`src/rtl/ccd_pkg.sv`:
```
// Shared types and constants for the CCD producer-side write scheduler.
// Burst lengths are 11 bits wide and inter-write idle counts are 4 bits wide.
package ccd_pkg;

  localparam int unsigned CCD_LEN_W  = 11;
  localparam int unsigned CCD_IDLE_W = 4;

  typedef enum logic [1:0] {
    ARB_IDLE  = 2'd0,
    ARB_WRITE = 2'd1,
    ARB_GAP   = 2'd2
  } ccd_arb_state_e;

  // A zero length still moves one word; anything past the burst cap is truncated.
  function automatic logic [CCD_LEN_W-1:0] ccd_clamp_len(
    input logic [CCD_LEN_W-1:0] len,
    input logic [CCD_LEN_W-1:0] max_len
  );
    logic [CCD_LEN_W-1:0] r;
    if (len == '0) begin
      r = CCD_LEN_W'(1);
    end else if (len > max_len) begin
      r = max_len;
    end else begin
      r = len;
    end
    return r;
  endfunction

endpackage

```
`src/rtl/ccd_wr_sched_if.sv`:
```
// Requester and FIFO-write bundle for ccd_wr_sched.
// The slave modport is the scheduler side; the master modport is the requester/FIFO side.
interface ccd_wr_sched_if #(
  parameter int unsigned P_DATA_WIDTH = 8,
  parameter int unsigned P_NUM_REQ    = 4
);
  import ccd_pkg::*;

  logic [P_NUM_REQ-1:0]              I_REQ;
  logic [P_NUM_REQ*CCD_LEN_W-1:0]    I_LEN;
  logic [P_NUM_REQ*P_DATA_WIDTH-1:0] I_DATA;
  logic [CCD_IDLE_W-1:0]             I_IDLE;
  logic                              I_FULL;
  logic [P_NUM_REQ-1:0]              O_GNT;
  logic [P_NUM_REQ-1:0]              O_ACK;
  logic [P_NUM_REQ-1:0]              O_DONE;
  logic                              O_WR_EN;
  logic [P_DATA_WIDTH-1:0]           O_WR_DATA;
  logic                              O_BUSY;

  modport master (
    output I_REQ, I_LEN, I_DATA, I_IDLE, I_FULL,
    input  O_GNT, O_ACK, O_DONE, O_WR_EN, O_WR_DATA, O_BUSY
  );

  modport slave (
    input  I_REQ, I_LEN, I_DATA, I_IDLE, I_FULL,
    output O_GNT, O_ACK, O_DONE, O_WR_EN, O_WR_DATA, O_BUSY
  );

endinterface

```
`src/rtl/ccd_rr_arb.sv`:
```
// Combinational round-robin arbiter: the first requester found when searching
// upward from ptr (wrapping around) receives a one-hot grant.
module ccd_rr_arb #(
  parameter int unsigned P_NUM_REQ = 4,
  parameter int unsigned P_IDX_W   = 2
) (
  input  logic [P_NUM_REQ-1:0] req,
  input  logic [P_IDX_W-1:0]   ptr,
  output logic [P_NUM_REQ-1:0] gnt
);

  logic found;

  // Nested constant loops keep every select index static; i is the distance from ptr.
  always_comb begin
    gnt   = '0;
    found = 1'b0;
    for (int unsigned i = 0; i < P_NUM_REQ; i++) begin
      for (int unsigned j = 0; j < P_NUM_REQ; j++) begin
        if (!found && req[j] && (j == ((32'(ptr) + i) % P_NUM_REQ))) begin
          gnt[j] = 1'b1;
          found  = 1'b1;
        end
      end
    end
  end

endmodule

```
`src/rtl/ccd_wr_sched.sv`:
```
// Producer-side burst scheduler: arbitrates requesters round-robin and streams the
// winner's words into a FIFO, with optional idle gaps and stalls on FIFO full.
module ccd_wr_sched
  import ccd_pkg::*;
#(
  parameter int unsigned P_DATA_WIDTH = 8,
  parameter int unsigned P_MAX_BURST  = 1024,
  parameter int unsigned P_NUM_REQ    = 4
) (
  input logic          PROD_CLK,
  input logic          PROD_RST_N,
  ccd_wr_sched_if.slave bus
);

  localparam int unsigned IDX_W = (P_NUM_REQ > 1) ? $clog2(P_NUM_REQ) : 1;
  localparam logic [CCD_LEN_W-1:0] MAX_LEN = CCD_LEN_W'(P_MAX_BURST);

  ccd_arb_state_e          state_q, state_d;
  logic [IDX_W-1:0]        ptr_q, ptr_d;
  logic [P_NUM_REQ-1:0]    gnt_q, gnt_d;
  logic [CCD_LEN_W-1:0]    rem_q, rem_d;
  logic [CCD_IDLE_W-1:0]   idle_q, idle_d;
  logic [CCD_IDLE_W-1:0]   gap_q, gap_d;

  logic [P_NUM_REQ-1:0]    arb_gnt;
  logic [IDX_W-1:0]        arb_idx;
  logic [IDX_W-1:0]        ptr_next;
  logic [CCD_LEN_W-1:0]    len_sel;
  logic [P_DATA_WIDTH-1:0] data_sel;
  logic                    wr_en;
  logic [P_NUM_REQ-1:0]    ack;

  ccd_rr_arb #(
    .P_NUM_REQ (P_NUM_REQ),
    .P_IDX_W   (IDX_W)
  ) u_arb (
    .req (bus.I_REQ),
    .ptr (ptr_q),
    .gnt (arb_gnt)
  );

  always_comb begin
    arb_idx = '0;
    len_sel = '0;
    for (int unsigned j = 0; j < P_NUM_REQ; j++) begin
      if (arb_gnt[j]) begin
        arb_idx = IDX_W'(j);
        len_sel = bus.I_LEN[j*CCD_LEN_W +: CCD_LEN_W];
      end
    end
    ptr_next = (arb_idx == IDX_W'(P_NUM_REQ - 1)) ? '0 : arb_idx + 1'b1;
  end

  always_comb begin
    data_sel = '0;
    for (int unsigned j = 0; j < P_NUM_REQ; j++) begin
      if (gnt_q[j]) begin
        data_sel = bus.I_DATA[j*P_DATA_WIDTH +: P_DATA_WIDTH];
      end
    end
  end

  always_comb begin
    state_d = state_q;
    ptr_d   = ptr_q;
    gnt_d   = gnt_q;
    rem_d   = rem_q;
    idle_d  = idle_q;
    gap_d   = gap_q;
    wr_en   = (state_q == ARB_WRITE) && !bus.I_FULL;

    case (state_q)
      ARB_IDLE: begin
        if (|bus.I_REQ) begin
          gnt_d   = arb_gnt;
          ptr_d   = ptr_next;
          rem_d   = ccd_clamp_len(len_sel, MAX_LEN);
          idle_d  = bus.I_IDLE;
          state_d = ARB_WRITE;
        end
      end
      ARB_WRITE: begin
        if (wr_en) begin
          if (rem_q > CCD_LEN_W'(1)) begin
            rem_d = rem_q - CCD_LEN_W'(1);
            if (idle_q != '0) begin
              gap_d   = idle_q;
              state_d = ARB_GAP;
            end
          end else begin
            rem_d   = '0;
            gnt_d   = '0;
            state_d = ARB_IDLE;
          end
        end
      end
      ARB_GAP: begin
        // gap_q counts the remaining gap cycles including the current one.
        if (gap_q <= CCD_IDLE_W'(1)) begin
          gap_d   = '0;
          state_d = ARB_WRITE;
        end else begin
          gap_d = gap_q - CCD_IDLE_W'(1);
        end
      end
      default: begin
        state_d = ARB_IDLE;
      end
    endcase
  end

  always_ff @(posedge PROD_CLK) begin
    if (!PROD_RST_N) begin
      state_q <= ARB_IDLE;
      ptr_q   <= '0;
      gnt_q   <= '0;
      rem_q   <= '0;
      idle_q  <= '0;
      gap_q   <= '0;
    end else begin
      state_q <= state_d;
      ptr_q   <= ptr_d;
      gnt_q   <= gnt_d;
      rem_q   <= rem_d;
      idle_q  <= idle_d;
      gap_q   <= gap_d;
    end
  end

  always_comb begin
    ack           = gnt_q & {P_NUM_REQ{wr_en}};
    bus.O_GNT     = gnt_q;
    bus.O_ACK     = ack;
    bus.O_DONE    = (rem_q == CCD_LEN_W'(1)) ? ack : '0;
    bus.O_WR_EN   = wr_en;
    bus.O_WR_DATA = (state_q == ARB_WRITE) ? data_sel : '0;
    bus.O_BUSY    = (state_q != ARB_IDLE);
  end

endmodule

```
`src/flat_wrapper.sv`:
```
// flat-port wrapper written by rule: the top's interface ports become plain ports
module ccd_wr_sched_flat import ccd_pkg::*;
#(
  parameter int unsigned P_DATA_WIDTH = 8,
  parameter int unsigned P_MAX_BURST  = 1024,
  parameter int unsigned P_NUM_REQ    = 4
)
  (PROD_CLK, PROD_RST_N, bus_I_REQ, bus_I_LEN, bus_I_DATA, bus_I_IDLE, bus_I_FULL, bus_O_GNT, bus_O_ACK, bus_O_DONE, bus_O_WR_EN, bus_O_WR_DATA, bus_O_BUSY);
  ccd_wr_sched_if #(.P_DATA_WIDTH(P_DATA_WIDTH), .P_NUM_REQ(P_NUM_REQ)) bus_i ();
  input logic PROD_CLK;
  input logic PROD_RST_N;
  input wire logic [$bits(bus_i.I_REQ)-1:0] bus_I_REQ;
  input wire logic [$bits(bus_i.I_LEN)-1:0] bus_I_LEN;
  input wire logic [$bits(bus_i.I_DATA)-1:0] bus_I_DATA;
  input wire logic [$bits(bus_i.I_IDLE)-1:0] bus_I_IDLE;
  input wire logic [$bits(bus_i.I_FULL)-1:0] bus_I_FULL;
  output wire logic [$bits(bus_i.O_GNT)-1:0] bus_O_GNT;
  output wire logic [$bits(bus_i.O_ACK)-1:0] bus_O_ACK;
  output wire logic [$bits(bus_i.O_DONE)-1:0] bus_O_DONE;
  output wire logic [$bits(bus_i.O_WR_EN)-1:0] bus_O_WR_EN;
  output wire logic [$bits(bus_i.O_WR_DATA)-1:0] bus_O_WR_DATA;
  output wire logic [$bits(bus_i.O_BUSY)-1:0] bus_O_BUSY;
  assign bus_i.I_REQ = bus_I_REQ;
  assign bus_i.I_LEN = bus_I_LEN;
  assign bus_i.I_DATA = bus_I_DATA;
  assign bus_i.I_IDLE = bus_I_IDLE;
  assign bus_i.I_FULL = bus_I_FULL;
  assign bus_O_GNT = bus_i.O_GNT;
  assign bus_O_ACK = bus_i.O_ACK;
  assign bus_O_DONE = bus_i.O_DONE;
  assign bus_O_WR_EN = bus_i.O_WR_EN;
  assign bus_O_WR_DATA = bus_i.O_WR_DATA;
  assign bus_O_BUSY = bus_i.O_BUSY;
  ccd_wr_sched #(.P_DATA_WIDTH(P_DATA_WIDTH), .P_MAX_BURST(P_MAX_BURST), .P_NUM_REQ(P_NUM_REQ)) u_core (.PROD_CLK(PROD_CLK), .PROD_RST_N(PROD_RST_N), .bus(bus_i));
endmodule
```
`config.mk`:
```
export PLATFORM = sky130hd
export DESIGN_NAME = ccd_wr_sched_flat
export DESIGN_NICKNAME = d
export VERILOG_FILES = /design/src/rtl/ccd_pkg.sv /design/src/rtl/ccd_wr_sched_if.sv /design/src/rtl/ccd_rr_arb.sv /design/src/rtl/ccd_wr_sched.sv /design/src/flat_wrapper.sv
export SDC_FILE = /design/constraint.sdc
export NUM_CORES = 1
export LEC_CHECK = 0
export ABC_AREA = 1
export CAP_MARGIN = 20
export CELL_PAD_IN_SITES_DETAIL_PLACEMENT = 1
export CELL_PAD_IN_SITES_GLOBAL_PLACEMENT = 1
export CORE_MARGIN = 5
export CORE_UTILIZATION = 30
export CTS_CLUSTER_SIZE = 20
export DETAILED_ROUTE_END_ITERATION = 7
export GPL_ROUTABILITY_DRIVEN = 0
export PLACE_DENSITY = 0.84
export SETUP_SLACK_MARGIN = 0.15
export SLEW_MARGIN = 10
export SYNTH_ARGS = -nofsm -noshare
export SYNTH_HDL_FRONTEND = slang
export SYNTH_SLANG_ARGS = --single-unit
export TNS_END_PERCENT = 10
```
`constraint.sdc`:
```
create_clock -name PROD_CLK -period 3.9 [get_ports PROD_CLK]
set_input_delay 0.585 -clock PROD_CLK [delete_from_list [all_inputs] [get_ports PROD_CLK]]
set_output_delay 0.585 -clock PROD_CLK [all_outputs]
set_load 0.01 [all_outputs]
```
Word level (Yosys, flattened, before mapping)
Cells that the tools add are included.
Storage, ports and cells
  register bits: 27
  bits of input ports: 87
  word-level logic and storage cells: 168
Cells by class
  add/subtract/negate cells: 6
  magnitude comparators: 3
  equality and inequality tests: 23
  multiplexer cells: 65
  bitwise logic cells: 1
  reductions and logical operators: 64
Operators by type and width (number)
  logical NOT 32 bit: 4
  two-way mux 11 bit: 9
  two-way mux 8 bit: 5
  logical AND 1 bit: 32
  two-way mux 4 bit: 8
  two-way mux 1 bit: 31
  case mux 11 bit (2 select lines): 1
  == test 2 bit, first input constant: 8
  logical NOT 1 bit: 16
  two-way mux 2 bit: 8
  case mux 4 bit (2 select lines): 2
  AND reduction 4 bit: 3
  == test 11 x 1 -> 1 bit, second input constant: 1
  greater-than comparator 11 x 1 -> 1 bit, second input constant: 1
  greater-than comparator 11 bit, second input constant: 1
  logical NOT 11 bit: 1
  subtractor 11 x 1 -> 11 bit, second input constant: 1
  == test 1 x 2 -> 1 bit, first input constant: 4
  != test 2 x 1 -> 1 bit, second input constant: 3
  != test 2 bit, second input constant: 3
  case mux 2 bit (3 select lines): 1
  nonzero test 2 bit: 3
  adder 2 x 1 -> 2 bit, second input constant: 2
  adder 2 bit, second input constant: 2
  other kinds (11): 12

Depth between registers and ports, before layout
  depth in word-level cells: 69
  depth in mapped cells: 21
  depth with buffers taken out: 19

Hierarchy
A second synthesis with hierarchy kept.
Second synthesis, totals
  cell total of the unflattened synthesis: 441
  area, all modules: 2555.0 um2
Modules (own cells, without submodules)
  ccd_wr_sched: instances 1, cells each 390, area an instance 2260.9 um2, sequential area each 540.5 um2
  ccd_rr_arb: instances 1, cells each 51, area an instance 294.0 um2, sequential area each 0.0 um2

Worst setup path before layout
Ideal clock, no wire load.
  path kind: input to register
  start: input bus_I_REQ[1]
  end: register u_core.rem_q[6]
  library setup time: 122 ps
  arrival: 2373 ps
  data required time: 3778 ps
  path slack: 1405 ps
  cell stages on the path: 19
  buffers on the path: 2
  cells stage by stage: buf_2 -> nand3_1 -> nand3_2 -> nor2_2 -> nand4_2 -> nor2_1 -> nand4_1 -> nor2_1 -> nand2_1 -> nand2_2 -> buf_6 -> nand2_2 -> and2_4 -> nand3_2 -> nor2_2 -> nand3_2 -> o21bai_4 -> nand3_1 -> a21oi_2
On the way
  longest elaborated chain between the ends: 65
  elaborated cells between the ends (all ways): 86
Ends and longest elaborated chain
  start: declaration: RTL line flat_wrapper.sv:12  | input wire logic [$bits(bus_i.I_REQ)-1:0] bus_I_REQ;
  logical AND 1 bit (2 in a row): RTL line ccd_rr_arb.sv:20  | if (!found && req[j] && (j == ((32'(ptr) + i) % P_NUM_REQ))) begin
  two-way mux 1 bit: RTL line ccd_rr_arb.sv:20
  logical NOT 1 bit: RTL line ccd_rr_arb.sv:20
  logical AND 1 bit (2 in a row): RTL line ccd_rr_arb.sv:20
  two-way mux 1 bit: RTL line ccd_rr_arb.sv:20
  logical NOT 1 bit: RTL line ccd_rr_arb.sv:20
  logical AND 1 bit (2 in a row): RTL line ccd_rr_arb.sv:20
  two-way mux 1 bit: RTL line ccd_rr_arb.sv:20
  [45 not listed]
  logical AND 1 bit (2 in a row): RTL line ccd_rr_arb.sv:20
  two-way mux 1 bit: RTL line ccd_rr_arb.sv:20
  two-way mux 11 bit: RTL line ccd_wr_sched.sv:46  | if (arb_gnt[j]) begin
  greater-than comparator 11 bit: RTL line ccd_pkg.sv:22  | end else if (len > max_len) begin
  two-way mux 11 bit: RTL line ccd_pkg.sv:22
  two-way mux 11 bit: RTL line ccd_pkg.sv:20  | if (len == '0) begin
  two-way mux 11 bit: RTL line ccd_wr_sched.sv:74  | if (|bus.I_REQ) begin
  case mux 11 bit (2 select lines): RTL line ccd_wr_sched.sv:72  | case (state_q)
  end signal: assignment: RTL line ccd_wr_sched.sv:124  | rem_q <= rem_d;
  end: declaration: RTL line ccd_wr_sched.sv:21  | logic [CCD_LEN_W-1:0] rem_q, rem_d;
Parallel ways exist; a longest one is shown, timed or not. The select of a mux whose other input is x is not followed.
A chain may end at the register's enable or synchronous reset.

Worst setup path after layout
  start: input bus_I_REQ[1]
  end: register u_core.rem_q[0]
Same word-level chain as after synthesis.

==> reports/metrics.yaml <==
status: "completed"
drc: 0
r2r_start: "u_core.ptr_q[1]$_SDFFE_PN0P_"
rsz0062_at_grt: "false"
hold_buffers: 0
mappedNetlistNets: 493
worst_pin_slew_ns: 0.781
cts-root-buf: "clkbuf_8"
finalMaxSlewViolations: 0
cts_resized: 0
stdcell_area_um2: 3690
crit_chain: "clkdlybuf4s50_1, nand3_1, nand3_2, nor2_2, nand4_2, nor2_1, nand4_1, nor2_1, nand2_1, nand2_2, nand2_1, and2_0, nand3_1, nor2_1, nand3_2, nor2_1, o21ai_1, a21oi_1"
powerDensity_nw_per_um2: 708
io_buffers: 108
yosysSeqAreaShare_pct: 21.7
grt_max_degree: 19
ys.flop_type: "dfxtp_1"
routedWlPerCell_um: 15.7
rows: 33
finalHoldViolations: 0
seq_area_um2: 541
overflow: 0
nets: 596
worst_setup_path_end_kind: "flop"
finClkSkew_ns: 0.00381
post_cts_buffers: 0
layout_common_cells: "clkdlybuf4s50_1, nand2_1, nor2_1, o21ai_0, inv_1"
antenna_found_initial: 0
cts_tree: "yes"
dpl_cell_area_um2: 3640
hold_class: "reg2reg"
clockBufferDepth: 2
max-vdd-ir-drop_mv: 0.291
vias: 3086
criticalPathCategory: "in2reg"
max_freq_mhz: 311
initial_core_util_pct: 30.6
fillers: 1088
clk_pin_slew_ns: 0.09
critPathTopFamily: "simple AND/OR/NAND/NOR gates"
dieWidth_um: 101
cp_num_cells: 18
grt_pass1_vias: 3264
tns_ns: 0
power_leakage_nw: 1.46
drive_gt1_share_pct: 9.72
synth_async_sr_flop_share_pct: 0
setup_viol: 0
cp_slowest_cell: "clkdlybuf4s50_1"
cts_made_buffers: 3
start_kind: "input port"
viasPerCell: 5.07
slew_headroom_pct: 47.5
routed_wl_mm: 9.59
clock_sinks: 27
clk_latency_ns: 0.27
r2r-end: "u_core.rem_q[0]$_SDFFE_PN0P_"
worstPathArrival_ns: 3.37
drtIter0Drc: 152
die_y_um: 101
final_common_cell: "clkdlybuf4s50_1"
cp-startpoint: "bus_I_REQ[1]"
ys_types: 40
critPathCapture: "u_core.rem_q[0]$_SDFFE_PN0P_"
coreArea_um2: 8130
reg2reg_depth: 18
diodes: 0
cap_violations: 0
cpPeakStageDelay_ns: 0.54
synth_edf_count: 0
multi_input_area_um2: 1690
cts_max_level: 1
ys_ff_latch: 27
cp_num_buf_inv: 1
syn_inst: 402
die_area_um2: 10200
grt_pass1_wl_mm: 15.8
period_share_pct: 82.4
firstDrtPassIters: 4
track_usage_pct: 18.6
reg2reg_slack_ns: 1.00
crit_required_ns: 4.06
crit_top_cell: "nor2_1"
path_max_fanout: 11
syn2layout_area_growth_pct: 48.1
synth-warning-count: 0
ant_nets: 0
dp.final_hpwl_mm: 8.01
netlist_area_um2: 2490
fin_crit_ns: 3.21
syn_avg_cell_area_um2: 6.20
io_pins: 109
whs_ns: 0.493
min_path_cells: 2
[Yosys cell counts (4+ instances only)]
| cell | number | area [um2] |
|---|---|---|
| xnor2_1 | 6 | 52.6 |
| xor2_1 | 4 | 35.0 |
| dfxtp_1 | 27 | 541 |
| nand4_1 | 11 | 68.8 |
| ha_1 | 4 | 50.1 |
| inv_1 | 39 | 146 |
| nor4_1 | 4 | 25.0 |
| clkbuf_1 | 8 | 30.0 |
| a21oi_2 | 8 | 70.1 |
| nor3_1 | 11 | 55.1 |
| nand3_1 | 16 | 80.1 |
| a211oi_1 | 5 | 37.5 |
| o21ai_0 | 49 | 245 |
| nor2_2 | 5 | 31.3 |
| nor2_1 | 57 | 214 |
| nand3_2 | 6 | 60.1 |
| buf_6 | 5 | 56.3 |
| nand2_1 | 69 | 259 |
| a21oi_1 | 32 | 160 |
| nand2_2 | 10 | 62.6 |
[layout make-up]
| type | count | share of cell area, % |
|---|---|---|
| inverter | 45 | 4.58 |
| clock buffer | 3 | 1.12 |
| multi-input combinational | 316 | 45.8 |
| sequential | 27 | 14.7 |
| timing repair buffer | 112 | 30.1 |
| clock inverter | 1 | 0.136 |
| tap | 105 | 3.56 |
[how the worst min path moves through the flow]
stage                                      from                               end  slack (ns)
3_3_place_gp   u_core.bus.O_GNT[3]$_SDFFE_PN0P_  u_core.bus.O_GNT[3]$_SDFFE_PN0P_        0.47
4_1_cts        u_core.bus.O_GNT[2]$_SDFFE_PN0P_  u_core.bus.O_GNT[2]$_SDFFE_PN0P_        0.49
2_1_floorplan     u_core.rem_q[10]$_SDFFE_PN0P_     u_core.rem_q[10]$_SDFFE_PN0P_        0.47
6_report       u_core.bus.O_GNT[2]$_SDFFE_PN0P_  u_core.bus.O_GNT[2]$_SDFFE_PN0P_        0.49
5_1_grt        u_core.bus.O_GNT[2]$_SDFFE_PN0P_  u_core.bus.O_GNT[2]$_SDFFE_PN0P_        0.53
3_5_place_dp   u_core.bus.O_GNT[2]$_SDFFE_PN0P_  u_core.bus.O_GNT[2]$_SDFFE_PN0P_        0.48
[power breakdown]
group          switching [W]  internal [W]
sequential          0.000138      0.000386
clock              0.0000842     0.0000715
combinational        0.00118      0.000749
[worst min-delay path: cells and delay by family (launching register included)]
kind               cells  cell delay (ns)
AOI/OAI and AO/OA      1             0.06
DFF                    1             0.33
and+or+nand+nor        1             0.06
[state kept, by name (all words and copies together), names as in the netlist]
| register | flops |
|---|---|
| u_core.rem_q | 11 |
| u_core.bus.O_GNT | 4 |
| u_core.gap_q | 4 |
| u_core.idle_q | 4 |
| u_core.ptr_q | 2 |
| u_core.state_q | 2 |
[routing by layer]
layer  vias to the layer above  GRT usage [%]  wire length (um)
met5                         -              0                 0
met4                         0           3.68                18
met3                         3           2.49               679
met2                       111           33.5              4610
met1                      1421           23.6              4280
li1                       1551              -                 -
[stage by stage]
stage	worst slack (ns)	instances	power (W)	utilization [%]
after floorplan	1.41	402	0.00190	-
after global placement	0.555	605	0.00238	44.8
after detailed placement	0.418	605	0.00246	44.8
after CTS	0.704	609	0.00264	45.3
after global routing	0.381	609	0.00289	45.3
final	0.686	609	0.00261	45.3
[cell families (layout without fill, tap and decap cells)]
group / Yosys count / after routing / share of synthesized area [%]
adder cells (fa/ha/maj): 4 / 4 / 2.01
XOR/XNOR: 10 / 10 / 3.52
buffers and inverters: 59 / 161 / 10.4
flip-flops: 27 / 27 / 21.7
AO/OA/AOI/OAI: 105 / 105 / 24.9
AND/OR/NAND/NOR: 197 / 197 / 37.5
(Power assumes the default switching activity.)
